<file path="src/rtl/m_shift_pkg.sv">
// Shared encodings for the midgetv iterative shift engine.
package m_shift_pkg;

  localparam int SHAMT_W = 5;

  typedef enum logic [1:0] {
    SH_SLL = 2'b00,
    SH_SRL = 2'b01,
    SH_RSV = 2'b10,
    SH_SRA = 2'b11
  } sh_op_e;

  typedef enum logic [1:0] {
    ST_IDLE  = 2'b00,
    ST_SHIFT = 2'b01,
    ST_DONE  = 2'b10
  } sh_st_e;

endpackage

</file>
<file path="src/rtl/m_shiftstep.sv">
// Combinational single step of the shift engine: one position, or eight when byte_sel is set.
module m_shiftstep
  import m_shift_pkg::*;
#(
  parameter int WIDTH = 32
) (
  input  logic [WIDTH-1:0] sreg_i,
  input  sh_op_e           kind_i,
  input  logic             byte_sel_i,
  output logic [WIDTH-1:0] sreg_o
);

  logic fill;

  // Reserved encoding falls through to the logical right shift.
  assign fill = (kind_i == SH_SRA) & sreg_i[WIDTH-1];

  always_comb begin
    sreg_o = sreg_i;
    if (kind_i == SH_SLL) begin
      if (byte_sel_i) sreg_o = {sreg_i[WIDTH-9:0], 8'h00};
      else            sreg_o = {sreg_i[WIDTH-2:0], 1'b0};
    end else begin
      if (byte_sel_i) sreg_o = {{8{fill}}, sreg_i[WIDTH-1:8]};
      else            sreg_o = {fill, sreg_i[WIDTH-1:1]};
    end
  end

endmodule

</file>
<file path="src/rtl/m_shiftunit.sv">
// Iterative 32-bit shift engine: one shift step per clock, done pulse on completion.
// Define M_SHIFTUNIT_BYTESTEP_EN to shift by 8 while the remaining count is >= 8.
module m_shiftunit
  import m_shift_pkg::*;
#(
  parameter int WIDTH = 32
) (
  input  logic               clk,
  input  logic               rst,
  input  logic               start,
  input  logic [1:0]         op,
  input  logic [WIDTH-1:0]   din,
  input  logic [SHAMT_W-1:0] shamt,
  output logic               busy,
  output logic               lastshift,
  output logic               done,
  output logic [WIDTH-1:0]   dout
);

  sh_st_e             state_q, state_d;
  logic [WIDTH-1:0]   sreg_q, sreg_d;
  logic [WIDTH-1:0]   dout_q, dout_d;
  logic [SHAMT_W-1:0] cnt_q, cnt_d;
  sh_op_e             kind_q, kind_d;
  logic [WIDTH-1:0]   step_out;
  logic               byte_sel;
  logic [SHAMT_W-1:0] dec;

`ifdef M_SHIFTUNIT_BYTESTEP_EN
  assign byte_sel = (cnt_q >= 5'd8);
`else
  assign byte_sel = 1'b0;
`endif

  assign dec = byte_sel ? 5'd8 : 5'd1;

  m_shiftstep #(.WIDTH(WIDTH)) u_step (
    .sreg_i     (sreg_q),
    .kind_i     (kind_q),
    .byte_sel_i (byte_sel),
    .sreg_o     (step_out)
  );

  // State register
  always_ff @(posedge clk) begin
    if (rst) state_q <= ST_IDLE;
    else     state_q <= state_d;
  end

  // Next-state logic
  always_comb begin
    state_d = state_q;
    case (state_q)
      ST_IDLE:  if (start) state_d = ST_SHIFT;
      ST_SHIFT: if (cnt_q == '0) state_d = ST_DONE;
      ST_DONE:  state_d = ST_IDLE;
      default:  state_d = ST_IDLE;
    endcase
  end

  // Outputs: done/busy come only from registered state.
  always_comb begin
    busy      = (state_q == ST_SHIFT) || (state_q == ST_DONE);
    done      = (state_q == ST_DONE);
    lastshift = 1'b0;
    if (state_q == ST_SHIFT) begin
`ifdef M_SHIFTUNIT_BYTESTEP_EN
      lastshift = (cnt_q == 5'd1) || (cnt_q == 5'd8);
`else
      lastshift = (cnt_q == 5'd1);
`endif
    end
  end

  always_comb begin
    sreg_d = sreg_q;
    cnt_d  = cnt_q;
    kind_d = kind_q;
    dout_d = dout_q;
    case (state_q)
      ST_IDLE: begin
        if (start) begin
          sreg_d = din;
          cnt_d  = shamt;
          kind_d = sh_op_e'(op);
        end
      end
      ST_SHIFT: begin
        if (cnt_q != '0) begin
          sreg_d = step_out;
          cnt_d  = cnt_q - dec;
        end else begin
          dout_d = sreg_q;
        end
      end
      default: ;
    endcase
  end

  always_ff @(posedge clk) begin
    if (rst) begin
      sreg_q <= '0;
      cnt_q  <= '0;
      kind_q <= SH_SLL;
      dout_q <= '0;
    end else begin
      sreg_q <= sreg_d;
      cnt_q  <= cnt_d;
      kind_q <= kind_d;
      dout_q <= dout_d;
    end
  end

  assign dout = dout_q;

endmodule

</file>
<file path="config.mk">
export PLATFORM = sky130hd
export DESIGN_NAME = m_shiftunit
export DESIGN_NICKNAME = d
export VERILOG_FILES = /design/src/rtl/m_shift_pkg.sv /design/src/rtl/m_shiftstep.sv /design/src/rtl/m_shiftunit.sv
export SDC_FILE = /design/constraint.sdc
export NUM_CORES = 1
export LEC_CHECK = 0
export ABC_AREA = 0
export BUFFER_PORTS_ARGS = -buffer_cell sky130_fd_sc_hd__buf_2
export CORE_MARGIN = 1.5
export CORE_UTILIZATION = 55
export DETAILED_ROUTE_END_ITERATION = 8
export PLACE_DENSITY = 0.79
export SLEW_MARGIN = 20
export SYNTH_ARGS = -nofsm -noshare
export SYNTH_HDL_FRONTEND = slang
export SYNTH_SLANG_ARGS = --single-unit
</file>
<file path="constraint.sdc">
create_clock -name clk -period 2.15 [get_ports clk]
set_input_delay 0.3225 -clock clk [delete_from_list [all_inputs] [get_ports clk]]
set_output_delay 0.3225 -clock clk [all_outputs]
set_load 0.1 [all_outputs]
</file>
==> results.sh, run 1 <==
export IMPL_drc=0
export IMPL_syn_area_um2=3970
export IMPL_place_hpwl_um=6240
export IMPL_avgSynthCellArea_um2=8.43
export IMPL_synth_cell_types=43
export IMPL_startpoint_type="flip-flop"
export IMPL_firstDrtPassIters=5
export IMPL_grt_max_degree=71
export IMPL_ys_seq_area_share_pct=36.8
export IMPL_vias=3760
export IMPL_diodes=0
export IMPL_hold_viol_final=0
export IMPL_fin_util_pct=67.7
export IMPL_drv_slew=0
export IMPL_path_class="flip-flop to primary output"
export IMPL_row_count=30
export IMPL_drt_wirelength_per_cell_um=16.0
export IMPL_met2_usage_pct=43.0
export IMPL_synth_seq_cells=73
export IMPL_core_area_um2=6870
export IMPL_initial_utilization_pct=57.8
export IMPL_clock_path_buffers=2
export IMPL_preCtsSetupSlack_ps=226
export IMPL_skew_ps=9.74
export IMPL_max_slew_margin_pct=65.5
export IMPL_yosysWarnings=0
export IMPL_n_fill_cell=561
export IMPL_outcome="finished, final reports clean"
export IMPL_grt_busiest_layer="met2"
export IMPL_drtIter0Drc=272
export IMPL_p_leak_uw=0.00186
export IMPL_drt_total_wl_um=10000
export IMPL_rsz0062_at_grt="false"
export IMPL_cts_tree="built"
export IMPL_power_total_uw=6820
export IMPL_overflow=0
export IMPL_grt_pass1_vias=3508
export IMPL_stdcell_count=626
export IMPL_post_route_period_util_pct=95.5
export IMPL_layout_setup_ws_ps=96.8
export IMPL_synth_edff_count=0
export IMPL_cts_root_buf="clkbuf_8"
export IMPL_die_x_um=88.0
export IMPL_nNetsFinal=573
export IMPL_grtUsageTotal_pct=27.1
export IMPL_p_per_area_nw_per_um2=1470
export IMPL_port_buffers=76
export IMPL_worst_pin_slew_ps=517
export IMPL_syn2layout_area_growth_pct=17.1
export IMPL_cap_violations=0
export IMPL_dieArea_um2=7740
export IMPL_antenna_found_initial=0
export IMPL_synth_area_leaders="dfxtp_1 (37%), mux2i_1 (7.8%), a311o_1 (7.6%)"
export IMPL_worstReg2RegStart="state_q[0]"
export IMPL_r2r_slack_ps=180
export IMPL_dp_cells=608
export IMPL_crit_arrival_ps=1730
export IMPL_worst_setup_path_end_kind="primary output"
export IMPL_synthFlopType="dfxtp_1"
export IMPL_r2r_cells=6
export IMPL_grt_use_met1_pct=36.4
export IMPL_synthCells=471
export IMPL_grt_first_pass_wirelength_um=16500
export IMPL_critPathMaxFanout=3
export IMPL_endpoint="lastshift"
export IMPL_numClockSinks=73
export IMPL_critPathRequiredTime_ps=1830
export IMPL_fin_crit_ps=2050
export IMPL_numCtsBuffers=9
export IMPL_synthArstFlopShare_pct=0
export IMPL_clk_pin_slew_ps=80
export IMPL_ant_nets=0
export IMPL_yosysTopAreaCellShare_pct=36.8
export IMPL_irDropWorstVdd_mv=0.698
export IMPL_synth_common_cells="dfxtp_1 (73), a21oi_1 (38), nand2_1 (37)"
export IMPL_holdWs_ps=226
export IMPL_cp_startpoint="state_q[1]"
export IMPL_drive_above_1_share_pct=23.2
export IMPL_yosysMostFrequentCell="dfxtp_1"
export IMPL_yosys_area_top_type="dfxtp_1"
export IMPL_io_pins=77
export IMPL_vias_per_cell=6.01
export IMPL_use_met3_pct=5.28
export IMPL_finalWeightedCongestion=0.794
export IMPL_cts_max_level=3
export IMPL_hold_class="input pin to flip-flop"
export IMPL_setup_viol=0
export IMPL_timing_fmax_ghz=0.487
export IMPL_clock_latency_ps=360
export IMPL_die_y_um=88.0
export IMPL_reg2reg_to="sreg_q[11]"
export IMPL_synth_nets=519
## worst min-delay path by stage
stage               depth (start not counted)   endpoint       from  slack, ps
floorplan                                   2    dout[0]  sreg_q[0]        450
global placement                            2   dout[28]   dout[28]        460
detailed placement                          2   dout[27]   dout[27]        470
CTS                                         3  kind_q[0]      op[0]        220
global route                                3  kind_q[1]      op[1]        240
finish                                      3  kind_q[0]      op[0]        230
## metal layers
layer	share of wire, %	routed length, µm
met5	0	0
met1	44	4420
met4	1.5	146
met2	48	4810
met3	6.3	632
## layout make-up
cell class | count | area [µm²] | share of cell area, %
Clock inverter | 7 | 124 | 2.66
Tap cell | 96 | 120 | 2.58
Clock buffer | 9 | 124 | 2.66
Inverter | 6 | 22.5 | 0.484
Timing Repair Buffer | 95 | 573 | 12.3
Multi-Input combinational cell | 340 | 2220 | 47.8
Sequential cell | 73 | 1460 | 31.5
## worst max-delay path, cell delays in order (launching register included)
cell and delay (ps):
dfxtp_1 330, inv_2 100, ha_4 130, or3b_4 390, nor3b_4 220, buf_12 200
## what timing repair did
| item | CTS | global route |
|---|---|---|
| endpoints found under the setup margin | 1 | 0 |
| setup buffers | 2 | 0 |
| gates resized for setup | 1 | 0 |
| hold endpoints to repair | 0 | 0 |
| hold buffers | 0 | 0 |
## state kept, by name (all words and copies together), names as in the netlist
name	count
sreg_q	32
cnt_q	5
dout	32
kind_q	2
state_q	2
## report_power, final
group	switching, µW	internal, µW	leakage (µW)
Sequential	384	1730	0.000596
Clock	573	783	0.000121
Combinational	2180	1170	0.00114
Total	3140	3680	0.00186
## cell usage in the layout (no fill, tap or decap), types with 4 or more instances in the layout
cell,n
inv_1,4
a311o_1,30
buf_2,76
buf_4,15
mux2i_1,31
o21ai_0,35
buf_12,4
a21oi_1,38
nand3_1,35
nand2_1,37
nor2_1,33
ha_1,5
dfxtp_1,72
o21ai_1,30
clkbuf_8,9
or3b_1,30
## metrics by stage
stage,TNS [ps],instance area [µm²]
finish,0,4650
CTS,0,4650
global placement,0,4390
floorplan,-152,4000
detailed placement,0,4390
global route,0,4650
## cell families (layout without fill, tap and decap cells)
group | Yosys count | after routing | share of synthesized area, %
AND/OR/NAND/NOR | 153 | 153 | 21.2
AO/OA/AOI/OAI | 148 | 148 | 23.7
adder cells (fa/ha/maj) | 6 | 6 | 1.89
multiplexers | 33 | 33 | 8.45
buffers and inverters | 58 | 117 | 7.91
flip-flops | 73 | 73 | 36.8
No activity file was read; power rests on OpenSTA's default activity.
==> run 2, diff against run 1 <==
--- a/config.mk
+++ b/config.mk
@@ -11,6 +11,7 @@
 export CORE_UTILIZATION = 55
 export DETAILED_ROUTE_END_ITERATION = 8
 export PLACE_DENSITY = 0.79
+export SETUP_SLACK_MARGIN = 0.5
 export SLEW_MARGIN = 20
 export SYNTH_ARGS = -nofsm -noshare
 export SYNTH_HDL_FRONTEND = slang
==> run 2 against run 1 <==
  * Global-route usage up 0.57 points
  * Register-to-register slack better by 80 ps
  * Clock-buffer cell count is the same
  * Clock power about the same
  * Sequential cell count unchanged
  * Largest power group unchanged
  * Core utilization grew 12 points
  * Critical path depth stayed put
  * Non-clock buffer count grew 27
==> results.sh, run 2 (same netlist as run 1, synthesis figures left out) <==
export IMPL_row_count=30
export IMPL_die_y_um=88.0
export IMPL_layout_common_cells="buf_2 (74), dfxtp_1 (68), nand2_1 (37), o21ai_0 (34), nor2_1 (33)"
export IMPL_cts_max_level=3
export IMPL_critPathRequiredTime_ps=1830
export IMPL_die_x_um=88.0
export IMPL_path_depth=5
export IMPL_holdWs_ps=239
export IMPL_drt_wirelength_per_cell_um=20.2
export IMPL_use_met3_pct=5.18
export IMPL_worst_setup_path_end_kind="primary output"
export IMPL_skew_ps=9.52
export IMPL_critPathMaxFanout=2
export IMPL_clk_pin_slew_ps=90
export IMPL_drt_total_wl_um=13200
export IMPL_cpPeakStageDelay_ps=400
export IMPL_grt_first_pass_wirelength_um=16800
export IMPL_cts_tree="built"
export IMPL_nNetsFinal=601
export IMPL_cp_top_family="simple AND/OR/NAND/NOR gates"
export IMPL_ant_nets=0
export IMPL_layout_setup_ws_ps=114
export IMPL_port_buffers=76
export IMPL_worst_pin_slew_ps=530
export IMPL_numClockSinks=73
export IMPL_drc=0
export IMPL_setup_viol=0
export IMPL_io_pins=77
export IMPL_crit_arrival_ps=1710
export IMPL_clock_path_buffers=2
export IMPL_antenna_found_initial=0
export IMPL_dieArea_um2=7740
export IMPL_hold_class="input pin to flip-flop"
export IMPL_path_buf_inv=2
export IMPL_drv_slew=0
export IMPL_overflow=0
export IMPL_power_total_uw=8570
export IMPL_grt_busiest_layer="met2"
export IMPL_fin_util_pct=79.3
export IMPL_r2r_cells=9
export IMPL_vias_per_cell=6.49
export IMPL_startpoint_type="flip-flop"
export IMPL_grt_max_degree=71
export IMPL_irDropWorstVdd_mv=0.988
export IMPL_final_common_cell="buf_2"
export IMPL_post_route_period_util_pct=94.7
export IMPL_holdBufCountCts=0
export IMPL_clock_latency_ps=360
export IMPL_drtIter0Drc=461
export IMPL_finalWeightedCongestion=0.794
export IMPL_numCtsBuffers=9
export IMPL_cts_root_buf="clkbuf_8"
export IMPL_crit_chain="inv_2 -> ha_4 -> or3b_4 -> nor3b_4 -> buf_12"
export IMPL_cap_violations=0
export IMPL_grtUsageTotal_pct=27.7
export IMPL_p_per_area_nw_per_um2=1570
export IMPL_outcome="finished, final reports clean"
export IMPL_initial_utilization_pct=57.8
export IMPL_diodes=0
export IMPL_drive_above_1_share_pct=37.1
export IMPL_grt_pass1_vias=3506
export IMPL_hold_viol_final=0
export IMPL_max_slew_margin_pct=64.7
export IMPL_path_class="flip-flop to primary output"
export IMPL_syn2layout_area_growth_pct=37.3
export IMPL_firstDrtPassIters=5
export IMPL_fin_crit_ps=2040
export IMPL_met2_usage_pct=43.4
export IMPL_n_fill_cell=422
export IMPL_cp_slowest_cell="or3b_4"
export IMPL_vias=4247
export IMPL_preCtsSetupSlack_ps=226
export IMPL_place_hpwl_um=6240
export IMPL_p_leak_uw=0.00208
export IMPL_timing_fmax_ghz=0.491
export IMPL_grt_use_met1_pct=37.8
export IMPL_rsz0062_at_grt="true"
export IMPL_core_area_um2=6870
export IMPL_hold_depth=3
==> run 2: cell count changes in the layout (fill, tap and decap cells not counted), sizes merged <==
cell,change
clkbuf,+4
buf,+23
a21o,+1
==> run 2: layer usage <==
metal / routed length (µm) / vias up
met1: 5270 / 2038
met2: 6340 / 260
met3: 1080 / 57
met5: 0 / -
met4: 493 / 0
li1: - / 1892
==> run 2: worst paths after layout <==
kind              slack [ps]       start        end
hold / removal           240       op[1]  kind_q[1]
setup reg to reg         260  state_q[1]   cnt_q[1]
setup / recovery         110  state_q[1]  lastshift
hold reg to reg          470    dout[29]   dout[29]
==> run 2: metrics by stage <==
step	setup TNS, ps	instance area [µm²]	instances
final	0	5450	654
after global placement	0	4390	608
after floorplan	-152	4000	471
after detailed placement	0	4390	608
after CTS	0	4780	636
after global routing	0	5450	654
==> run 2: what timing repair did <==
action / CTS / global route
setup endpoints to repair: 71 / 72
resized for setup: 15 / 91
hold endpoints to repair: 0 / 0
pin swaps: 3 / 31
gates cloned: 0 / 9
buffers inserted: 12 / 9
==> run 2: tightest hold or removal path, cell delays in order <==
cell     delay [ps]
buf_2           110
nand3_1          70
a21oi_1          60
==> run 2: layout make-up <==
cell class	instances	area [µm²]	share of cell area (%)
Sequential cell	73	1470	27.0
Clock buffer	9	124	2.27
Clock inverter	7	124	2.27
Multi-Input combinational cell	341	2590	47.5
Tap cell	96	120	2.20
Inverter	6	22.5	0.413
Timing Repair Buffer	122	1000	18.4
==> run 2: power by group <==
part           internal, µW  leakage (µW)  switching [µW]  total, µW
combinational          2040       0.00136            2930       4970
clock                   783      0.000121             593       1380
sequential             1740      0.000598             484       2220
total                  4560       0.00208            4010       8570
